[config.mk]
export PLATFORM = sky130hd
export DESIGN_NAME = dsp_axis_tri_source
export DESIGN_NICKNAME = d
export VERILOG_FILES = /design/src/rtl/dsp_axis_pkg.sv /design/src/rtl/dsp_axis_sync_fifo.sv /design/src/rtl/dsp_axis_tri_source.sv
export SDC_FILE = /design/constraint.sdc
export NUM_CORES = 1
export LEC_CHECK = 0
export CORE_MARGIN = 3
export CORE_UTILIZATION = 55
export CTS_CLUSTER_DIAMETER = 40
export DETAILED_ROUTE_END_ITERATION = 8
export GPL_TIMING_DRIVEN = 0
export HOLD_SLACK_MARGIN = 0.1
export PLACE_DENSITY = 0.82
export SLEW_MARGIN = 15
export SYNTH_ARGS = -nofsm -noshare
export SYNTH_HDL_FRONTEND = slang
export SYNTH_SLANG_ARGS = --single-unit
[constraint.sdc]
create_clock -name clk -period 6.4 [get_ports clk]
set_clock_uncertainty 0.2 [all_clocks]
set_input_delay 0.96 -clock clk [delete_from_list [all_inputs] [get_ports clk]]
set_output_delay 0.96 -clock clk [all_outputs]
set_load 0.005 [all_outputs]
[src/rtl/dsp_axis_pkg.sv]
// dsp_axis_pkg: constants shared by the DSP operand transmitter, the multiplier and their benches.
package dsp_axis_pkg;
   localparam int WIDTH   = 16;
   localparam int LANE_A  = 0;
   localparam int LANE_B  = 1;
   localparam int LANE_C  = 2;
   localparam int COUNT_W = 32;
endpackage

[src/rtl/dsp_axis_sync_fifo.sv]
// dsp_axis_sync_fifo: single-clock FIFO; an extra pointer MSB tells full from empty.
module dsp_axis_sync_fifo #(
   parameter int WIDTH = 48,
   parameter int DEPTH = 4,
   localparam int AW = $clog2(DEPTH)
) (
   input  logic             clk,
   input  logic             rst,
   input  logic             wr_en_i,
   input  logic [WIDTH-1:0] wr_data_i,
   input  logic             rd_en_i,
   output logic [WIDTH-1:0] rd_data_o,
   output logic             full_o,
   output logic             empty_o,
   output logic [AW:0]      level_o
);
   logic [WIDTH-1:0] mem_q [DEPTH];
   logic [AW:0] wr_ptr_q, rd_ptr_q;
   logic push, pop;
   assign push      = wr_en_i && !full_o;
   assign pop       = rd_en_i && !empty_o;
   assign full_o    = (wr_ptr_q[AW] != rd_ptr_q[AW]) && (wr_ptr_q[AW-1:0] == rd_ptr_q[AW-1:0]);
   assign empty_o   = wr_ptr_q == rd_ptr_q;
   assign level_o   = wr_ptr_q - rd_ptr_q;
   assign rd_data_o = mem_q[rd_ptr_q[AW-1:0]];
   always_ff @(posedge clk or posedge rst)
      if (rst) begin
         wr_ptr_q <= '0;
         rd_ptr_q <= '0;
      end else begin
         if (push) wr_ptr_q <= wr_ptr_q + (AW+1)'(1);
         if (pop) rd_ptr_q <= rd_ptr_q + (AW+1)'(1);
      end
   // Storage needs no reset: entries are only visible between valid pointers.
   always_ff @(posedge clk)
      if (push) mem_q[wr_ptr_q[AW-1:0]] <= wr_data_i;
endmodule

[src/rtl/dsp_axis_tri_source.sv]
// dsp_axis_tri_source: buffers packed a/b/c triples and forks each onto three AXI-stream
// channels; the next triple loads only once every channel has accepted the current one.
module dsp_axis_tri_source
   import dsp_axis_pkg::*;
#(
   parameter int WIDTH = dsp_axis_pkg::WIDTH,
   parameter int DEPTH = 4
) (
   input  logic                    clk,
   input  logic                    rst,
   input  logic [3*WIDTH-1:0]      input_tdata,
   input  logic                    input_tvalid,
   output logic                    input_tready,
   output logic [WIDTH-1:0]        output_a_tdata,
   output logic [WIDTH-1:0]        output_b_tdata,
   output logic [WIDTH-1:0]        output_c_tdata,
   output logic                    output_a_tvalid,
   output logic                    output_b_tvalid,
   output logic                    output_c_tvalid,
   input  logic                    output_a_tready,
   input  logic                    output_b_tready,
   input  logic                    output_c_tready,
   output logic [COUNT_W-1:0]      word_count,
   output logic [$clog2(DEPTH):0]  fifo_level
);
   logic [3*WIDTH-1:0] head, data_q, data_d;
   logic [2:0] pend_q, pend_d, ready, remaining;
   logic [COUNT_W-1:0] count_q, count_d;
   logic full, empty, load;
   dsp_axis_sync_fifo #(.WIDTH(3*WIDTH), .DEPTH(DEPTH)) u_fifo (
      .clk       (clk),
      .rst       (rst),
      .wr_en_i   (input_tvalid && input_tready),
      .wr_data_i (input_tdata),
      .rd_en_i   (load),
      .rd_data_o (head),
      .full_o    (full),
      .empty_o   (empty),
      .level_o   (fifo_level)
   );
   assign input_tready = !full && !rst;
   assign ready = {output_c_tready, output_b_tready, output_a_tready};
   // remaining==0 covers both an idle fork and one whose last pending lanes accept now.
   always_comb begin
      remaining = pend_q & ~ready;
      load      = !empty && remaining == 3'b000;
      pend_d    = load ? 3'b111 : remaining;
      data_d    = load ? head : data_q;
      count_d   = (pend_q != 3'b000 && remaining == 3'b000) ? count_q + COUNT_W'(1) : count_q;
   end
   always_ff @(posedge clk or posedge rst)
      if (rst) begin
         pend_q  <= '0;
         data_q  <= '0;
         count_q <= '0;
      end else begin
         pend_q  <= pend_d;
         data_q  <= data_d;
         count_q <= count_d;
      end
   assign output_a_tdata  = data_q[LANE_A*WIDTH +: WIDTH];
   assign output_b_tdata  = data_q[LANE_B*WIDTH +: WIDTH];
   assign output_c_tdata  = data_q[LANE_C*WIDTH +: WIDTH];
   assign output_a_tvalid = pend_q[LANE_A];
   assign output_b_tvalid = pend_q[LANE_B];
   assign output_c_tvalid = pend_q[LANE_C];
   assign word_count      = count_q;
endmodule

## Word level (Yosys, flattened, before mapping)

Memory sizes are Yosys's and may differ from the RTL's. A register that Yosys moved wholly into a read port is not among the register bits.
Index checks and enable logic that the tools add are counted.

| cells by class | value |
|---|---|
| add/subtract/negate cells | 4 |
| eq/ne operators | 3 |
| mux-type cells | 3 |
| bitwise operators | 2 |
| reductions and logical operators | 12 |

Operators by type and width:

| cell | number |
|---|---|
| 32-bit by 1-bit adder with 32-bit output, second input constant | 1 |
| 1-bit logical AND | 7 |
| 3-bit by 1-bit adder with 3-bit output, second input constant | 2 |
| 3-bit bitwise AND | 1 |
| 3-bit equality test | 1 |
| 1-bit zero test | 3 |
| 3-bit zero test | 1 |
| 3-bit two-way mux | 1 |
| 3-bit NOT | 1 |
| 3-bit nonzero test | 1 |
| 3-bit subtractor | 1 |
| 2-bit equality test | 1 |
| 1-bit two-way mux | 2 |
| 1-bit != test | 1 |

| storage, ports and cells | value |
|---|---|
| register bits after elaboration | 41 |
| memory bits (writable) | 192 |
| bits of input ports | 54 |
| output and inout bits | 87 |
| logic and storage cells | 29 |
| memories | 1 |

Memory list:

| name | words | width | rd ports | clocked after Yosys merged registers in | wr ports | RTL line | source |
|---|---|---|---|---|---|---|---|
| u_fifo.mem_q | 4 | 48 | 1 | 1 | 1 | dsp_axis_sync_fifo.sv:17 | `logic [WIDTH-1:0] mem_q [DEPTH];` |

## Longest topological paths before layout

Gate-level depths: netlist of run 1.

| logic depth | value |
|---|---|
| depth after elaboration | 8 |
| depth in mapped cells | 9 |
| mapped depth without buffers | 7 |

## By module

Synthesis of run 1 repeated with hierarchy kept, for this count alone.

| second synthesis, totals | value |
|---|---|
| cells, all modules | 647 |
| area total of the unflattened synthesis | 10780.3 um^2 |

Modules (own cells, without submodules):

| module | times used | cells each | area each (um^2) | seq. area each (um^2) |
|---|---|---|---|---|
| dsp_axis_sync_fifo | 1 | 298 | 7410.9 | 5915.7 |
| dsp_axis_tri_source | 1 | 349 | 3369.5 | 2077.0 |

## Worst setup path after synthesis of run 1

No wires, ideal clock.

| timing | value |
|---|---|
| path type | flip-flop to flip-flop |
| from | register u_fifo.rd_ptr_q[1] |
| to | memory u_fifo.mem_q[3][0] (enable) |
| setup time | 0.412 ns |
| arrival | 2.834 ns |
| data required time | 5.788 ns |
| slack | 2.954 ns |
| cell stages (with the launch flop) | 9 |
| buffers on the path | 2 |
| clock period less this slack | 3.446 ns |
| cells stage by stage | dfrtp_1 clkbuf_1 clkbuf_1 inv_1 ha_1 nand2_1 nor2_1 nor2_1 and3_1 |

| on the way | value |
|---|---|
| cells in the longest elaborated chain, start to end | 8 |

Ends and longest elaborated chain:

| element | RTL line | source |
|---|---|---|
| start, declared | dsp_axis_sync_fifo.sv:18 | `logic [AW:0] wr_ptr_q, rd_ptr_q;` |
| start signal, assigned | dsp_axis_sync_fifo.sv:32 | `if (pop) rd_ptr_q <= rd_ptr_q + (AW+1)'(1);` |
| 2-bit equality test | dsp_axis_sync_fifo.sv:22 | `assign full_o = (wr_ptr_q[AW] != rd_ptr_q[AW]) && (wr_ptr_q[AW-1:0] == rd_ptr_q[AW-1:0]);` |
| 1-bit logical AND | dsp_axis_sync_fifo.sv:22 |  |
| 1-bit zero test | dsp_axis_tri_source.sv:41 | `assign input_tready = !full && !rst;` |
| 1-bit logical AND | dsp_axis_tri_source.sv:41 |  |
| net input_tready | dsp_axis_tri_source.sv:13 | `output logic input_tready,` |
| 1-bit logical AND | dsp_axis_tri_source.sv:33 | `.wr_en_i (input_tvalid && input_tready),` |
| 1-bit logical AND | dsp_axis_sync_fifo.sv:20 | `assign push = wr_en_i && !full_o;` |
| 1-bit two-way mux | dsp_axis_sync_fifo.sv:36 | `if (push) mem_q[wr_ptr_q[AW-1:0]] <= wr_data_i;` |
| 1-bit two-way mux (not written as such) | dsp_axis_sync_fifo.sv:36 |  |
| end, declared | dsp_axis_sync_fifo.sv:17 |  |

The timed path passes the listed nets, and every way through them passes these cells.

## Final worst setup path of run 1

| timing | value |
|---|---|
| from | register u_fifo.rd_ptr_q[1] |
| to | output port input_tready |

| on the way | value |
|---|---|
| cells in the longest elaborated chain, start to end | 4 |

Ends and longest elaborated chain:

| element | RTL line |
|---|---|
| 2-bit equality test | dsp_axis_sync_fifo.sv:22 |
| 1-bit logical AND | dsp_axis_sync_fifo.sv:22 |
| 1-bit zero test | dsp_axis_tri_source.sv:41 |
| 1-bit logical AND | dsp_axis_tri_source.sv:41 |
| end, declared | dsp_axis_tri_source.sv:13 |

Every way passes these cells.

==> results of run 1 <==
## where the power goes
group / internal, W / total, W / switching (W)
clock network: 0.00141 / 0.00215 / 0.000736
registers: 0.00233 / 0.00253 / 0.000196
logic: 0.00111 / 0.00191 / 0.000795
## cell families (layout without fill, tap and decap cells)
logic type | Yosys count | after routing | share of synthesized area, %
flops | 281 | 281 | 74.5
mux | 99 | 99 | 15.6
simple gates | 81 | 81 | 4.22
xor+xnor | 37 | 37 | 3.09
buf+inv | 31 | 241 | 1.49
fa+ha+maj | 9 | 9 | 1.12
## worst min-delay path by stage
stage                                         startpoint  cells past startpoint                        endpoint
final                         word_count[31]$_DFFE_PP0P_                      1      word_count[31]$_DFFE_PP0P_
after global routing          word_count[31]$_DFFE_PP0P_                      1      word_count[31]$_DFFE_PP0P_
after CTS                     word_count[31]$_DFFE_PP0P_                      1      word_count[31]$_DFFE_PP0P_
after detailed placement      word_count[31]$_DFFE_PP0P_                      1      word_count[31]$_DFFE_PP0P_
after global placement        word_count[31]$_DFFE_PP0P_                      1      word_count[31]$_DFFE_PP0P_
after floorplan           u_fifo.wr_ptr_q[2]$_DFFE_PP0P_                      1  u_fifo.wr_ptr_q[2]$_DFFE_PP0P_
## per-layer routing
metal | up-vias | GRT usage [%]
li1 | 2462 | -
met1 | 2852 | 26.2
met2 | 223 | 33.7
met3 | 37 | 5.92
met4 | 2 | 6.03
met5 | - | 0
## cell type report
| class | count | area share, % |
|---|---|---|
| clock inverter | 22 | 2.43 |
| clock buffer | 43 | 6.97 |
| sequential | 281 | 57.5 |
| tap | 260 | 2.34 |
| buffer | 19 | 0.828 |
| multi-input combinational | 226 | 18.7 |
| timing repair buffer | 145 | 10.9 |
| inverter | 12 | 0.360 |
## layout by cell type, fill, tap and decap left out, types with 5 or more instances in the layout
cell type / netlist / routed
nor2_1: 14 / 14
xnor2_1: 18 / 18
bufinv_16: 0 / 8
mux2_2: 51 / 51
nand4_1: 10 / 10
nand3_1: 8 / 8
nor3_1: 7 / 7
clkdlybuf4s50_1: 0 / 140
buf_2: 9 / 9
dfrtp_1: 89 / 89
nand2_1: 18 / 18
clkbuf_16: 0 / 37
inv_1: 12 / 11
edfxtp_1: 192 / 192
clkinvlp_4: 0 / 5
xor2_1: 18 / 18
ha_1: 8 / 8
clkbuf_1: 6 / 10
mux4_2: 44 / 44
## sequential cells by signal, summed over array words and instances, names as in the netlist
name and flops:
data_q 48, pend_q 3, u_fifo.mem_q 192, u_fifo.rd_ptr_q 3
u_fifo.wr_ptr_q 3, word_count 32
## through the flow
step                      cells  hold slack, ns  utilization [%]
after floorplan             538           0.262                -
after global placement      938           0.264             65.7
after detailed placement    943           0.281             66.4
after CTS                  1008           0.289             73.3
after global routing       1008           0.302             73.3
final                      1008           0.282             73.3
## critical path, stage by stage, from the launching register on
cell and delay, ns:
dfrtp_1 0.39, clkbuf_1 0.26, clkbuf_1 0.53, inv_1 0.10, ha_1 0.33, nand2_1 0.10, nor2_1 0.05, nor2_1 0.38
clkdlybuf4s50_1 0.60
==> summary.txt, run 1 <==
Power and ir drop
  • Leakage power summed over all cells: 5.10 nW
  • Cell Pwr Density: 473 mW/mm²
  • Peak ir drop on the vdd network: 0.355 mV
  • Post-layout power: 0.00658 W

Setup path
  • Setup CP Type: register to primary output
  • Critical Path Sink: input_tready
  • Start point of the critical path: u_fifo.rd_ptr_q[1]$_DFFE_PP0P_
  • CP required: 5.24 ns
  • Startpoint of the lowest-slack register-to-register path: u_fifo.rd_ptr_q[1]$_DFFE_PP0P_
  • Register-to-Register Path Depth: 9
  • Nature of the critical path startpoint: register
  • Worst R2R End: u_fifo.mem_q[3][36]$_DFFE_PP_
  • Critical path fanouts, max: 10
  • Register-to-Register Setup Slack: 2.95 ns
  • Arrival time worst endpoint: 3.23 ns
  • Critical Path End Type: primary output

Clock tree
  • Clock buffer count from CTS: 37
  • Clock Latency Late Sink: 0.50 ns
  • Number of gates resized after cts: 0
  • Setup fix buffers added after clock tree synthesis: 0
  • Root Driver: clkbuf_16
  • Clock slew at the register clock pins of the worst setup and hold paths: 0.06 ns
  • Post-cts hold buffer count: 0
  • TritonCTS clock tree: built
  • Number of sinks handled by clock tree synthesis: 281
  • Htree depth: 2
  • Max Root-Sink Buffers: 3

Floorplanning
  • Core Box Area: 0.0190 mm²
  • Initial cell density of the core: 56.6%
  • DIE AREA: 0.0212 mm²
  • Die height: 146 µm
  • Standard-cell row count: 50
  • Top-level port count: 141
  • X dimension of the die: 146 µm

Placement
  • Worst setup timing slack at the placement stage: 2.57 ns
  • Post-DP Area: 0.0126 mm²
  • Count of input and output buffers: 140
  • Dpl hpwl: 13300 µm
  • Global placer's final weighted congestion: 0.804

Timing
  • Tightest slew margin relative to the limit: 57.7%
  • Fin crit share: 68.5%
  • Final period demand of the worst path: 4.39 ns
  • Max-slew violations: 0
  • Fmax achieved: 228 MHz
  • Slew at the pin with the worst max-slew slack: 0.635 ns
  • Worst setup margin: 2.01 ns
  • Number of endpoints failing setup at the final stage: 0
  • Number of endpoints with negative hold slack in the final report: 0
  • Setup repair after global routing missed its margin: no
  • Setup Total Neg Slack: 0 ns

Yosys
  • Number of enable flip-flop cells after synthesis: 192
  • Count of state elements after synthesis: 281
  • Summed instance area of the synthesized netlist: 0.0107 mm²
  • Top-count cell post-synth: edfxtp_1
  • Number of instances in the synthesized netlist: 538
  • Sequential share of the synthesized area: 74.5%
  • Dominant synthesized flop cell: edfxtp_1
  • Post-synthesis async set-or-reset flop share: 31.7%
  • Fraction of synthesized cell area taken by the top area cell type: 53.7%
  • Number of warnings reported in the yosys synthesis log: 0
  • Top cells by area, synth: edfxtp_1 (54%), dfrtp_1 (21%), mux4_2 (9.2%)
  • Unique cell type count in the Yosys netlist: 34
  • Synth area leader: edfxtp_1
  • Net Count, Synth: 601
  • Mapped Avg Cell Area: 19.9 µm²
  • Top cells by count, synth: edfxtp_1 (192), dfrtp_1 (89), mux2_2 (51), mux4_2 (44)

Route
  • Number of nets with antenna violations after detailed routing: 0
  • Total DRC errors in the routed layout: 0
  • M1 WL: 8250 µm
  • Number of vias per cell: 5.53
  • Routed wl met3: 1610 µm
  • Iteration-0 DRC count of the detailed router: 335
  • Top layer reached by signal wires: met5
  • Total Routed Length: 21000 µm
  • Total via count in the routed design: 5576
  • Met2 wirelength from detailed routing: 10700 µm
  • Iteration count of the initial detailed-routing pass: 5
  • Routed WL per cell: 20.8 µm

Layout
  • P&R area growth vs syn: 29.6%
  • Flip-flop and latch area: 0.00799 mm²
  • Area used by multi-input combinational logic: 0.00259 mm²
  • Summed area of non-filler cells in the final layout: 0.0139 mm²
  • Fill cell count: 1112
  • Final-stage net count: 785
  • Diodes inserted: 0
  • Ratio of cells with drive above 1 in the final layout: 24.7%

GRT
  • All-Layer GR Usage: 20.2%
  • Antenna violations before repair: 1
  • First-pass GRT wire length: 33500 µm
  • Vias in the first global route: 6151
  • Gr ovfl total: 0
  • Pin count of the biggest net entering global routing: 58

Outcome
  • Status: finished, final reports clean

Min path
  • Kind of path behind the tightest hold check: register to register

Run
  • Max-cap violations: 0
Power figures use the tool's default switching activity.
==> run 2, diff against run 1 <==
==> constraint.sdc (replaced) <==
create_clock -name clk -period 4.2 [get_ports clk]
set_clock_uncertainty 0.2 [all_clocks]
set_input_delay 0.63 -clock clk [delete_from_list [all_inputs] [get_ports clk]]
set_output_delay 0.63 -clock clk [all_outputs]
set_load 0.005 [all_outputs]
==> run 2 against run 1 <==
  * Critical path depth did not move
  * Clock-buffer cell count did not move
  * Clock power up 52%
  * Critical path type unchanged
  * Largest cell class unchanged
  * Largest power group unchanged
==> summary.txt, run 2 (synthesized netlist as in run 1, its figures left out) <==
GRT
  • Gr ovfl total: 0 (unchanged)
  • All-Layer GR Usage: 20.2% (unchanged)
  • Vias in the first global route: 6151 (unchanged)
  • Pin count of the biggest net entering global routing: 58 (unchanged)
  • Antenna violations before repair: 1 (unchanged)
  • First-pass GRT wire length: 33500 µm (unchanged)

Timing
  • Setup Total Neg Slack: 0 ns (unchanged)
  • Number of endpoints failing setup at the final stage: 0 (unchanged)
  • Min Hold Slack: 0.282 ns (unchanged)
  • Slew at the pin with the worst max-slew slack: 0.635 ns (-0.00000626 ns)
  • Fin crit share: 91.2%
  • Max-slew violations: 0 (unchanged)
  • Fmax achieved: 261 MHz
  • Tightest slew margin relative to the limit: 57.7% (about the same)
  • Setup repair after global routing missed its margin: no
  • Number of endpoints with negative hold slack in the final report: 0 (unchanged)
  • Final period demand of the worst path: 3.83 ns

Power and ir drop
  • Sequential Power Share: 38.4% (about the same)
  • Cell Pwr Density: 721 mW/mm² (+52%)
  • Comb power frac: 29.0% (about the same)
  • Net switching power figure: 0.00263 W (+52%)
  • Peak ir drop on the vdd network: 0.541 mV (+52%)
  • Leakage power summed over all cells: 5.10 nW (about the same)
  • Clock group share of total power: 32.6% (about the same)
  • Switching share of power: 26.2% (about the same)
  • Internal power: 0.00739 W (+52%)

Clock tree
  • Post-cts hold buffer count: 0 (unchanged)
  • Htree depth: 2 (unchanged)
  • Clock slew at the register clock pins of the worst setup and hold paths: 0.06 ns (about the same)
  • TritonCTS clock tree: built
  • Number of sinks handled by clock tree synthesis: 281 (unchanged)
  • Clock Latency Late Sink: 0.50 ns (about the same)
  • Root Driver: clkbuf_16
  • Clock buffer count from CTS: 37 (unchanged)
  • Max Root-Sink Buffers: 3 (unchanged)

Run
  • Max-cap violations: 0 (unchanged)

Floorplanning
  • Initial cell density of the core: 56.6% (unchanged)
  • Standard-cell row count: 50 (unchanged)
  • Die height: 146 µm (unchanged)
  • Core Box Area: 0.0190 mm² (unchanged)
  • Top-level port count: 141 (unchanged)
  • X dimension of the die: 146 µm (unchanged)
  • DIE AREA: 0.0212 mm² (unchanged)

Route
  • Iteration-0 DRC count of the detailed router: 337 (+0.60%)
  • Number of nets with antenna violations after detailed routing: 0 (unchanged)
  • Total DRC errors in the routed layout: 0 (unchanged)
  • Total Routed Length: 20900 µm (-0.13%)
  • Routed WL per cell: 20.8 µm (-0.13%)
  • Total via count in the routed design: 5575 (-0.018%)
  • Iteration count of the initial detailed-routing pass: 5 (unchanged)
  • Number of vias per cell: 5.53 (about the same)

Placement
  • Placed cell count: 943 (unchanged)
  • Global placer's final weighted congestion: 0.804 (unchanged)
  • Dpl hpwl: 13300 µm (unchanged)
  • Count of input and output buffers: 140 (unchanged)

Setup path
  • Critical Path End Type: primary output
  • Number of logic stages on the critical path including buffering: 8 (unchanged)
  • Nature of the critical path startpoint: register
  • CP required: 3.37 ns (-1.87 ns)
  • Worst R2R End: u_fifo.mem_q[3][36]$_DFFE_PP_
  • Most repeated library cell on the critical path: nor2_1
  • Register-to-Register Setup Slack: 0.98 ns (-1.97 ns)
  • Register-to-Register Path Depth: 9 (unchanged)
  • Critical Path Sink: input_tready
  • Longest individual stage delay on the worst path: 0.60 ns (about the same)
  • Setup CP Type: register to primary output
  • Arrival time worst endpoint: 3.00 ns (-0.23 ns)
  • Critical path fanouts, max: 10 (unchanged)
  • Slowest cell on crit path: clkdlybuf4s50_1
  • Worst-path cell chain: clkbuf_1 -> clkbuf_2 -> inv_1 -> ha_1 -> nand2_1 -> nor2_1 -> nor2_1 -> clkdlybuf4s50_1
  • Cell class contributing the biggest share of worst-path delay: buffers and inverters
  • Buffers and inverters on the worst path: 4 (unchanged)
  • Startpoint of the lowest-slack register-to-register path: u_fifo.rd_ptr_q[1]$_DFFE_PP0P_
  • Start point of the critical path: u_fifo.rd_ptr_q[1]$_DFFE_PP0P_

Layout
  • Fill cell count: 1113 (+0.090%)
  • Flip-flop and latch area: 0.00799 mm² (unchanged)
  • Number of flip-flops in the largest register: 192 (unchanged)
  • Ratio of cells with drive above 1 in the final layout: 24.9% (+0.13 points)
  • Commonest non-fill, non-tap cell in the layout: edfxtp_1
  • Diodes inserted: 0 (unchanged)
  • Non-filler instance count after layout: 1008 (unchanged)
  • Area used by multi-input combinational logic: 0.00259 mm² (unchanged)
  • P&R area growth vs syn: 29.6% (about the same)
  • Final-stage net count: 785 (unchanged)
  • Most used cells in the layout excluding fill and tap cells: edfxtp_1 (192), clkdlybuf4s50_1 (140), dfrtp_1 (89), mux2_2 (51), mux4_2 (44)
  • Share of the core filled with cells: 73.3% (about the same)

Min path
  • Kind of path behind the tightest hold check: register to register

Outcome
  • Status: finished, final reports clean
[run 2: changes by cell type in the layout (fill, tap and decap cells not counted)]
cell | before | now
clkbuf_2 | 1 | 2
clkbuf_1 | 10 | 9
[run 2: metrics by stage]
stage	cell area [µm²]	power (W)	setup slack (ns)
after floorplan	10700	0.00553	0.754
after global placement	12500	0.00668	-0.730
after detailed placement	12600	0.00684	0.702
after CTS	13900	0.0101	0.114
after global routing	13900	0.0105	0.230
final	13900	0.0100	0.369
[run 2: power groups by stage]
stage / clock [W] / sequential [W] / combinational, W
final: 0.00327 / 0.00385 / 0.00290
after global routing: 0.00346 / 0.00390 / 0.00313
after CTS: 0.00332 / 0.00385 / 0.00297
after detailed placement: 0 / 0.00389 / 0.00295
after global placement: 0 / 0.00388 / 0.00281
after floorplan: 0 / 0.00385 / 0.00168
[run 2: final cells by class]
type                       count  area share (%)
buffer                        19           0.837
clock buffer                  43            6.97
clock inverter                22            2.43
inverter                      12           0.360
multi-input combinational    226            18.7
sequential                   281            57.5
tap                          260            2.34
timing repair buffer         145            10.9
[run 2: timing repair]
item,in CTS,in global routing
gates resized for setup,0,2
endpoints found under the setup margin,0,1
setup buffers,0,0
[run 2: worst min-delay path by stage]
| stage | from | endpoint | slack, ns | cells after the start |
|---|---|---|---|---|
| after detailed placement | word_count[31]$_DFFE_PP0P_ | word_count[31]$_DFFE_PP0P_ | 0.28 | 1 |
| after floorplan | u_fifo.wr_ptr_q[2]$_DFFE_PP0P_ | u_fifo.wr_ptr_q[2]$_DFFE_PP0P_ | 0.26 | 1 |
| after CTS | word_count[31]$_DFFE_PP0P_ | word_count[31]$_DFFE_PP0P_ | 0.29 | 1 |
| final | word_count[31]$_DFFE_PP0P_ | word_count[31]$_DFFE_PP0P_ | 0.28 | 1 |
| after global placement | word_count[31]$_DFFE_PP0P_ | word_count[31]$_DFFE_PP0P_ | 0.26 | 1 |
| after global routing | word_count[31]$_DFFE_PP0P_ | word_count[31]$_DFFE_PP0P_ | 0.30 | 1 |
[run 2: layer usage]
layer,GRT usage (%),vias up,routed length (µm)
met5,0,-,7
met4,6.03,2,414
met3,5.92,37,1620
met2,33.7,227,10600
met1,26.2,2849,8250
li1,-,2460,-
==> RTL change (settings of run 1) <==
Set the package constant `WIDTH` to 24 (it was 16).
--- a/src/rtl/dsp_axis_pkg.sv
+++ b/src/rtl/dsp_axis_pkg.sv
@@ -1,5 +1,5 @@
 // dsp_axis_pkg: constants shared by the DSP operand transmitter, the multiplier and their benches.
 package dsp_axis_pkg;
-   localparam int WIDTH   = 16;
+   localparam int WIDTH   = 24;
    localparam int LANE_A  = 0;
    localparam int LANE_B  = 1;
Ports: changed (resized input_tdata, output_a_tdata, output_b_tdata and output_c_tdata); port bits go from 141 to 189. The function was not compared with the original's and may differ.
==> RTL change against run 1 <==
- setup slack got worse by 0.35 ns
- utilization decreased by 1.1 points
- synthesized area rose by 40%
- cell area rose by 37%
- sequential cell count up 120
- power up 35%
- routed wire length rose by 41%
- critical endpoint unchanged
- highest routed layer unchanged
==> RTL change: results (changes against run 1) <==
- Result of the run: finished clean
- Fraction of layout instances using a drive strength above 1: 24.6% (-0.089 points)
- Detail-routed net length per standard cell: 22.4 um (+7.5%)
- The leakage power summed over all cells was 6.80 nW (+33%).
- CTS Buf Count: 47 (+27%)
- Met2 wire length: 14600 um (+37%)
- Synthesized Nets: 789 (+31%)
* Mapped Avg Cell Area: 21.4 um^2 (+7.3%)
- Sequential element share of the synthesized area: 76.4% (+1.9 points)
- The number of library cell types mapped by synthesis is 35 (+2.9%).
- The maximum VDD drop is 0.339 mV (-4.7%).
* Maximum number of pins on one net before global-route repair: 59 (+1.7%)
* Area occupied by multi-input gates: 0.00339 mm^2 (+31%)
* Register share of total power: 40.4% (+2.0 points)
- Area grow syn2layout: 27.0%
- Proportion of synthesized area in mux cells: 16.3% (+0.77 points)
* Proportion of cell area spent on the clock network: 8.43% (-0.97 points)
- The placed cell count is 1230 (+30%).
- Count of input and output buffers: 188 (+34%)
- The first-pass GRT wire length came to 46500 um (+39%).
* Synth top area cells: sky130_fd_sc_hd__edfxtp_1 58%, sky130_fd_sc_hd__dfrtp_1 19%, sky130_fd_sc_hd__mux4_2 11%
- The data arrival at the endpoint of the critical path came to 3.58 ns (+0.35 ns).
* Total iterations of the first detailed-routing run: 4 (-1)
- The half-perimeter wire length after placement was 18300 um (+38%).
* Internal power: 6.51 mW (+34%)
* Max_slew headroom: 50.5% (-7.2 points)
- The number of clock buffers in the layout came to 60 (+40%).
- The violation count after the first detailed-routing iteration is 511 (+53%).
- The fraction of synthesis flops using an asynchronous set or reset pin came to 28.2% (-3.5 points).
* Number of non-clock buffers in the layout: 219 (+34%)
[RTL change: cell types whose count changed in the layout (fill, tap and decap cells not counted), sizes merged, moves of 10 or more]
cell and change:
clkdlybuf4s50 +48, xnor2 +10, clkbuf +18, edfxtp +96
dfrtp +24, xor2 -10, mux2 +23, mux4 +24
[RTL change: path summary, 6_finish.rpt]
path	depth (start not counted)	slack, ns	end	start
worst max-delay path	8	1.66	input_tready	u_fifo.rd_ptr_q[1]$_DFFE_PP0P_
worst min-delay path	1	0.27	word_count[31]$_DFFE_PP0P_	word_count[31]$_DFFE_PP0P_
worst max register to register	9	2.39	u_fifo.mem_q[2][21]$_DFFE_PP_	u_fifo.rd_ptr_q[1]$_DFFE_PP0P_
worst min register to register	1	0.27	word_count[31]$_DFFE_PP0P_	word_count[31]$_DFFE_PP0P_
max in group asynchronous	3	4.52	data_q[48]$_DFFE_PP0P_	rst
min in group asynchronous	2	0.75	data_q[47]$_DFFE_PP0P_	rst
